<file path="config.mk">
export PLATFORM = sky130hd
export DESIGN_NAME = alu_op_sequencer
export DESIGN_NICKNAME = d
export VERILOG_FILES = /design/src/rtl/alu_op_sequencer.sv
export SDC_FILE = /design/constraint.sdc
export NUM_CORES = 1
export LEC_CHECK = 0
export BUFFER_PORTS_ARGS = -buffer_cell sky130_fd_sc_hd__buf_4
export CAP_MARGIN = 40
export CORE_ASPECT_RATIO = 0.6
export CORE_MARGIN = 2
export CORE_UTILIZATION = 50
export CTS_CLUSTER_DIAMETER = 60
export DETAILED_ROUTE_END_ITERATION = 10
export PLACE_DENSITY = 0.83
export SLEW_MARGIN = 20
export SYNTH_ARGS = -nofsm -noshare
export SYNTH_HDL_FRONTEND = slang
export SYNTH_SLANG_ARGS = --single-unit
</file>
<file path="constraint.sdc">
create_clock -name clk_i -period 8.1 [get_ports clk_i]
set_input_delay 0 -clock clk_i [delete_from_list [all_inputs] [get_ports clk_i]]
set_output_delay 0 -clock clk_i [all_outputs]
set_load 0.02 [all_outputs]
</file>
<file path="src/rtl/alu_op_sequencer.sv">
// rtl/alu_op_sequencer.sv - multicycle fetch/decode/exec/mem/wb sequencer driving regfile, ALU and data memory
module alu_op_sequencer #(
  parameter logic [15:0] RESET_PC = 16'h0000
) (
  input  logic        clk_i,
  input  logic        reset_i,
  output logic [15:0] imem_addr_o,
  input  logic [15:0] imem_rdata_i,
  output logic [3:0]  rf_ra1_o,
  output logic [3:0]  rf_ra2_o,
  input  logic [15:0] rf_rd1_i,
  input  logic [15:0] rf_rd2_i,
  output logic        rf_we_o,
  output logic [3:0]  rf_wa_o,
  output logic [15:0] rf_wd_o,
  output logic [15:0] alu_a_o,
  output logic [15:0] alu_b_o,
  output logic [2:0]  alu_control_o,
  input  logic [15:0] alu_result_i,
  input  logic        alu_zero_i,
  output logic [15:0] dmem_addr_o,
  output logic [15:0] dmem_wdata_o,
  output logic        dmem_we_o,
  output logic        dmem_re_o,
  input  logic [15:0] dmem_rdata_i,
  output logic [15:0] pc_o,
  output logic        halted_o
);

  typedef enum logic [2:0] {
    S_FETCH, S_DECODE, S_EXEC, S_MEM, S_WB, S_HALT
  } state_e;

  localparam logic [3:0] OP_ADD  = 4'b0000;
  localparam logic [3:0] OP_SUB  = 4'b0001;
  localparam logic [3:0] OP_ADDI = 4'b0010;
  localparam logic [3:0] OP_BEQ  = 4'b0011;
  localparam logic [3:0] OP_LW   = 4'b0100;
  localparam logic [3:0] OP_SW   = 4'b0101;
  localparam logic [3:0] OP_JMP  = 4'b0110;
  localparam logic [3:0] OP_HALT = 4'b1111;

  state_e      state_q, state_d;
  logic [15:0] pc_q, pc_d;
  logic [15:0] ir_q, ir_d;
  logic [15:0] alu_q, alu_d;
  logic [15:0] store_q, store_d;

  logic [3:0]  op, ra, rb, rc;
  logic [15:0] sext_imm, pc_inc, br_target;

  assign op        = ir_q[15:12];
  assign ra        = ir_q[11:8];
  assign rb        = ir_q[7:4];
  assign rc        = ir_q[3:0];
  assign sext_imm  = {{12{rc[3]}}, rc};
  // Branch target has its own adder so the ALU stays free for the compare.
  assign pc_inc    = pc_q + 16'd1;
  assign br_target = pc_inc + sext_imm;

  assign imem_addr_o = pc_q;
  assign pc_o        = pc_q;
  assign halted_o    = (state_q == S_HALT);

  always_ff @(posedge clk_i) begin
    if (reset_i) begin
      state_q <= S_FETCH;
      pc_q    <= RESET_PC;
      ir_q    <= 16'h0000;
      alu_q   <= 16'h0000;
      store_q <= 16'h0000;
    end else begin
      state_q <= state_d;
      pc_q    <= pc_d;
      ir_q    <= ir_d;
      alu_q   <= alu_d;
      store_q <= store_d;
    end
  end

  always_comb begin
    state_d       = state_q;
    pc_d          = pc_q;
    ir_d          = ir_q;
    alu_d         = alu_q;
    store_d       = store_q;
    rf_ra1_o      = (op == OP_BEQ) ? ra : rb;
    rf_ra2_o      = (op == OP_BEQ) ? rb : ((op == OP_SW) ? ra : rc);
    rf_we_o       = 1'b0;
    rf_wa_o       = ra;
    rf_wd_o       = alu_q;
    alu_a_o       = 16'h0000;
    alu_b_o       = 16'h0000;
    alu_control_o = 3'b000;
    dmem_addr_o   = alu_q;
    dmem_wdata_o  = store_q;
    dmem_we_o     = 1'b0;
    dmem_re_o     = 1'b0;

    case (state_q)
      S_FETCH:  state_d = S_DECODE;
      S_DECODE: begin
        ir_d    = imem_rdata_i;
        state_d = S_EXEC;
      end
      S_EXEC: begin
        alu_d = alu_result_i;
        case (op)
          OP_ADD, OP_SUB: begin
            alu_a_o       = rf_rd1_i;
            alu_b_o       = rf_rd2_i;
            alu_control_o = (op == OP_SUB) ? 3'b001 : 3'b000;
            state_d       = S_WB;
          end
          OP_ADDI: begin
            alu_a_o = rf_rd1_i;
            alu_b_o = sext_imm;
            state_d = S_WB;
          end
          OP_BEQ: begin
            alu_a_o       = rf_rd1_i;
            alu_b_o       = rf_rd2_i;
            alu_control_o = 3'b001;
            pc_d          = alu_zero_i ? br_target : pc_inc;
            state_d       = S_FETCH;
          end
          OP_LW, OP_SW: begin
            alu_a_o = rf_rd1_i;
            alu_b_o = sext_imm;
            store_d = rf_rd2_i;
            state_d = S_MEM;
          end
          OP_JMP: begin
            pc_d    = {pc_q[15:12], ir_q[11:0]};
            state_d = S_FETCH;
          end
          OP_HALT: state_d = S_HALT;
          default: begin
            pc_d    = pc_inc;
            state_d = S_FETCH;
          end
        endcase
      end
      S_MEM: begin
        if (op == OP_LW) begin
          dmem_re_o = 1'b1;
          state_d   = S_WB;
        end else begin
          dmem_we_o = 1'b1;
          pc_d      = pc_inc;
          state_d   = S_FETCH;
        end
      end
      S_WB: begin
        rf_we_o = (ra != 4'd0);
        rf_wd_o = (op == OP_LW) ? dmem_rdata_i : alu_q;
        pc_d    = pc_inc;
        state_d = S_FETCH;
      end
      S_HALT:  state_d = S_HALT;
      default: state_d = S_FETCH;
    endcase

    // An op caught mid-flight by reset must not leave a write behind.
    if (reset_i) begin
      rf_we_o   = 1'b0;
      dmem_we_o = 1'b0;
      dmem_re_o = 1'b0;
    end
  end

endmodule

</file>
Word level (Yosys, flattened, before mapping)
Cells that the tools add are included.

operators by class
  $add $sub $neg = 2
  equal/unequal tests = 15
  mux-type cells = 27
  reductions and logical operators = 14

operators with widths
  operator                                                                number
  16-bit two-way mux                                                      7
  16-bit one-hot mux with 3 select lines                                  2
  16-bit one-hot mux with 2 select lines                                  1
  16-bit by 1-bit adder with 16-bit output (second input constant)        1
  16-bit adder                                                            1
  3-bit one-hot mux with 5 select lines                                   1
  4-bit by 3-bit equality test with 1-bit output (second input constant)  3
  4-bit two-way mux                                                       3
  6-bit OR reduction                                                      2
  1-bit two-way mux                                                       10
  3-bit one-hot mux with 3 select lines                                   1
  3-bit OR reduction                                                      3
  4-bit by 2-bit equality test with 1-bit output (second input constant)  2
  3-bit by 2-bit equality test with 1-bit output (second input constant)  2
  3-bit equality test (second input constant)                             2
  2-bit inequality test (second input constant)                           3
  4-bit by 1-bit equality test with 1-bit output (second input constant)  1
  4-bit equality test (second input constant)                             1
  4-bit logical NOT                                                       1
  4-bit AND reduction                                                     1
  4-bit nonzero test                                                      1
  2-bit OR reduction                                                      2
  3-bit by 1-bit equality test with 1-bit output (second input constant)  1
  3-bit logical NOT                                                       1
  5 further kinds                                                         5

word-level totals
  register bits after elaboration = 67
  input bits = 83
  logic and storage cells = 64

Logic depth before layout (Yosys ltp)
  depth in word-level cells = 5
  mapped depth = 13
  gate-level depth less buffers = 12

Least setup slack after synthesis
Ideal clock, no wire load.

  path type = register to register
  from = reg pc_q[0], in the netlist imem_addr_o[0]
  to = reg pc_q[15], in the netlist imem_addr_o[15]
  arrival time = 3278 ps
  required time = 7973 ps
  slack = 4695 ps
  stages on the path, launching flop included = 13
  path buffers = 1
  period minus slack after synthesis = 3405 ps
  cell sequence = dfxtp_1 -> ha_1 -> and3_1 -> nand4_1 -> xnor2_1 -> ha_1 -> clkbuf_1 -> and3_1 -> nand4_1 -> or3_1 -> a311o_1 -> and4_1 -> or3_1

between the ends
  longest elaborated chain between the ends = 5
  elaborated cells on any way between the ends = 6
  those cells by class = add/sub (2); mux (4)

ends and longest elaborated chain
  what                                          RTL line  RTL
  start: declaration                            44        logic [15:0] pc_q, pc_d;
  start signal: assignment                      74        pc_q <= pc_d;
  16-bit by 1-bit adder with 16-bit output (*)  58        assign pc_inc = pc_q + 16'd1;
  16-bit adder                                  59        assign br_target = pc_inc + sext_imm;
  16-bit two-way mux                            124       pc_d = alu_zero_i ? br_target : pc_inc;
  16-bit one-hot mux with 3 select lines        108       case (op)
  16-bit one-hot mux with 3 select lines (*)    100       case (state_q)

Mark *: on every way between the ends. The rest lies on a longest branch, timed or not. The select of a mux whose other input is x is not followed.
A chain may end at the register's enable or synchronous reset.

Final worst setup path
Same ends and word-level chain as after synthesis.

==> run metrics <==
status finished, final reports clean; startpoint type of the worst setup path flip-flop; hold crit path type in -> reg; clock-pin slew on the worst setup and hold paths 60 ps; Max clock buf depth 2; GRT Total Usage 34.5%; total grt overflow 0; area of the core 9740 µm²; max_cap viols 0; Achievable Freq 272 MHz; TritonCTS clock tree done; area of the multi-input gates 3270 µm²; initial antenna violation count 0; max incr delay on CP 480 ps; htree depth 3; endpoints failing hold 0; I/O Buffers 211; Post-synth ARST share 0%; critical path, cell by cell ha_1 -> and3_1 -> nand4_1 -> xnor2_1 -> ha_1 -> and3_1 -> nand4_1 -> or3_1 -> a311o_1 -> and4_1 -> or3_1; vias in the first global route 5,464; Final Cycle Share 45.4%; drt total wl 19,200 µm; commonest register cell after synthesis dfxtp_1; crit-path max FO 10; sequential cell area 1340 µm²; Critical-path top delay cell dfxtp_1; number of distinct library cells after synthesis 64; PwrDens 167 nW/µm²; Slew Limit Fails 0; Site Rows 28; Mapped Cells 676; Hold Crit Depth 3; DRC 0; DR WL/cell 18.6 µm; worst slack, placed 4540 ps; Synth Area per Inst 7.34 µm²; EDFF count, synth 0; CP top delay family simple AND/OR/NAND/NOR gates; Yosys warning total 0; WP buf/inv 0; drt pass-1 iters 6; Top Ports 214; Starting Density 50.9%; Min Clock Period, post-route 3670 ps; Syn Std Cell Area 4960 µm²; final setup vio count 0; first-pass GRT wire length 29,000 µm; post-layout util 74.9%; via count 6,089; Setup TNS 0 ps; CP Capture Type flip-flop; Hold EP imem_addr_o[9]$_SDFFE_PP0P_; GPL Wtd Cong 0.950; Filler Cell Count 701; die area 10,800 µm²; LEAKAGE 3.36 nW; Worst Setup Slack, final 4430 ps; Routed Antenna Nets 0; drt via density 5.88; Worst R2R Setup Slack 4430 ps; DRT iter0 DRCs 548; Max-slew headroom 40.4%; die height 81.1 µm; hold wc startpoint alu_zero_i; DP Wirelength 13,500 µm; clock skew 7.78 ps; largest net degree at the start of global routing 73; sequential-to-total area share from yosys stat 27.1%; reg2reg end imem_addr_o[15]$_SDFFE_PP0P_; Post-CTS Setup Repair Bufs 0; Power Total 0.00121 W; die width 133 µm; Clk Latency, worst-skew pair 340 ps; Critical Path RT 8320 ps; layout cells sized above 1 29.0%; Reg2Reg Launch Point imem_addr_o[0]$_SDFFE_PP0P_; RSZ-0062 raised after global routing false; #FFs+latches synth 67; Worst Tran Pin Value 893 ps; area grow syn2layout 47.1%; placed insts 968; crit path kind reg -> reg; CTS Root Cell clkbuf_16; Num CTS Buffers 9; Layout Nets 997; maximum vdd drop 114 µV; Reg2Reg Depth 11; clock sink total 67; WP data arrival 3900 ps; Post-Layout Cell Count 1,035
[synthesized netlist by cell type (3+ instances only)]
cell / number / area (µm²)
a211oi_1: 11 / 82.6
a21boi_0: 3 / 22.5
a21o_1: 12 / 90.1
a21oi_1: 87 / 435
a222oi_1: 3 / 30.0
a22oi_1: 8 / 60.1
a311oi_1: 5 / 43.8
and2_1: 18 / 113
and3_1: 10 / 62.6
and4_1: 5 / 43.8
buf_2: 4 / 20.0
buf_4: 23 / 173
clkbuf_1: 35 / 131
dfxtp_1: 67 / 1340
ha_1: 20 / 250
inv_1: 5 / 18.8
mux2_2: 16 / 180
mux2i_1: 10 / 100
nand2_1: 154 / 578
nand2b_1: 7 / 43.8
nand3_1: 16 / 80.1
nand3b_1: 3 / 22.5
nand4_1: 10 / 62.6
nor2_1: 33 / 124
nor2b_1: 6 / 37.5
nor3_1: 11 / 55.1
nor3b_1: 4 / 30.0
nor4_1: 4 / 25.0
o21a_1: 3 / 22.5
o21ai_0: 14 / 70.1
or2_2: 4 / 25.0
or3_1: 6 / 37.5
xnor2_1: 10 / 87.6
xor2_1: 8 / 70.1
[cell families (layout without fill, tap and decap cells)]
group                      count (synthesis)  in the layout  synth area share [%]
AOI/OAI and AO/OA                        172            172                  22.2
xor gates and xnor gates                  18             18                  3.18
DFF                                       67             67                  27.1
and+or+nand+nor                          302            302                  29.2
other                                      1              4                0.0756
buffers and inverters                     69            290                  7.22
adders and majority gates                 21             21                  5.45
muxes                                     26             26                  5.65
[sequential cells by signal, indices dropped and copies added, names as in the netlist]
signal and cells:
ir_q 16, dmem_addr_o 16, state_q 3, dmem_wdata_o 16, imem_addr_o 16
[worst min-delay path: stages]
cell and delay, ps:
buf_4 200, a31oi_1 150, o22ai_1 120
[per-stage QoR]
stage / cell area [µm²] / hold WS [ps]
3_3_place_gp: 6410 / 247
2_1_floorplan: 4960 / 136
4_1_cts: 7270 / 169
3_5_place_dp: 6450 / 257
6_report: 7290 / 188
5_1_grt: 7290 / 180
[layout by cell type, fill, tap and decap left out, types with 3 or more instances in the layout]
cell / count
a211oi_1: 10
a21boi_0: 3
a21o_1: 12
a21oi_1: 87
a222oi_1: 3
a22oi_1: 8
a311oi_1: 5
and2_1: 18
and3_1: 10
and4_1: 5
buf_4: 218
clkbuf_16: 9
clkbuf_8: 3
dfxtp_1: 67
dlygate4sd3_1: 48
ha_1: 20
inv_1: 5
mux2_2: 16
mux2i_1: 10
nand2_1: 154
nand2b_1: 7
nand3_1: 16
nand3b_1: 3
nand4_1: 10
nor2_1: 33
nor2b_1: 6
nor3_1: 11
nor3b_1: 4
nor4_1: 4
o21a_1: 3
o21ai_0: 14
or2_2: 4
or3_1: 6
xnor2_1: 10
xor2_1: 8
[metal layers]
metal | global-route usage [%] | routed length (µm) | share of wire, %
met4 | 10.9 | 389 | 2.0
met3 | 8.99 | 2080 | 11
met5 | 0 | 0 | 0
met1 | 47.8 | 8110 | 42
met2 | 52.6 | 8670 | 45
[repair_timing]
action | in CTS | in global routing
resized for setup | 0 | 0
hold buffers | 48 | 0
hold endpoints to repair | 48 | 0
[final cells by class]
class	count	share of cell area, %
multi-input cells	541	44.8
repair buffers	269	29.5
flip-flops and latches	67	18.4
clock buffers	13	3.71
well taps	135	2.32
clock inverters	3	0.944
inverters	5	0.257
diodes	2	0.0686
[worst max path at each step]
stage	from	end	slack, ps	depth (start not counted)
after floorplan	imem_addr_o[0]$_SDFFE_PP0P_	imem_addr_o[15]$_SDFFE_PP0P_	4700	12
after CTS	imem_addr_o[0]$_SDFFE_PP0P_	imem_addr_o[15]$_SDFFE_PP0P_	4520	11
final	imem_addr_o[0]$_SDFFE_PP0P_	imem_addr_o[15]$_SDFFE_PP0P_	4430	11
after detailed placement	imem_addr_o[0]$_SDFFE_PP0P_	imem_addr_o[15]$_SDFFE_PP0P_	4540	11
after global routing	imem_addr_o[0]$_SDFFE_PP0P_	imem_addr_o[15]$_SDFFE_PP0P_	4140	12
after global placement	imem_addr_o[0]$_SDFFE_PP0P_	imem_addr_o[15]$_SDFFE_PP0P_	4660	11
[power by group]
group	total, W	internal [W]	switching, W
combinational	0.000373	0.000162	0.000211
sequential	0.000393	0.000351	0.0000420
clock	0.000448	0.000296	0.000153
total	0.00121	0.000809	0.000406
Note: power is estimated with default switching activity, not from simulation.
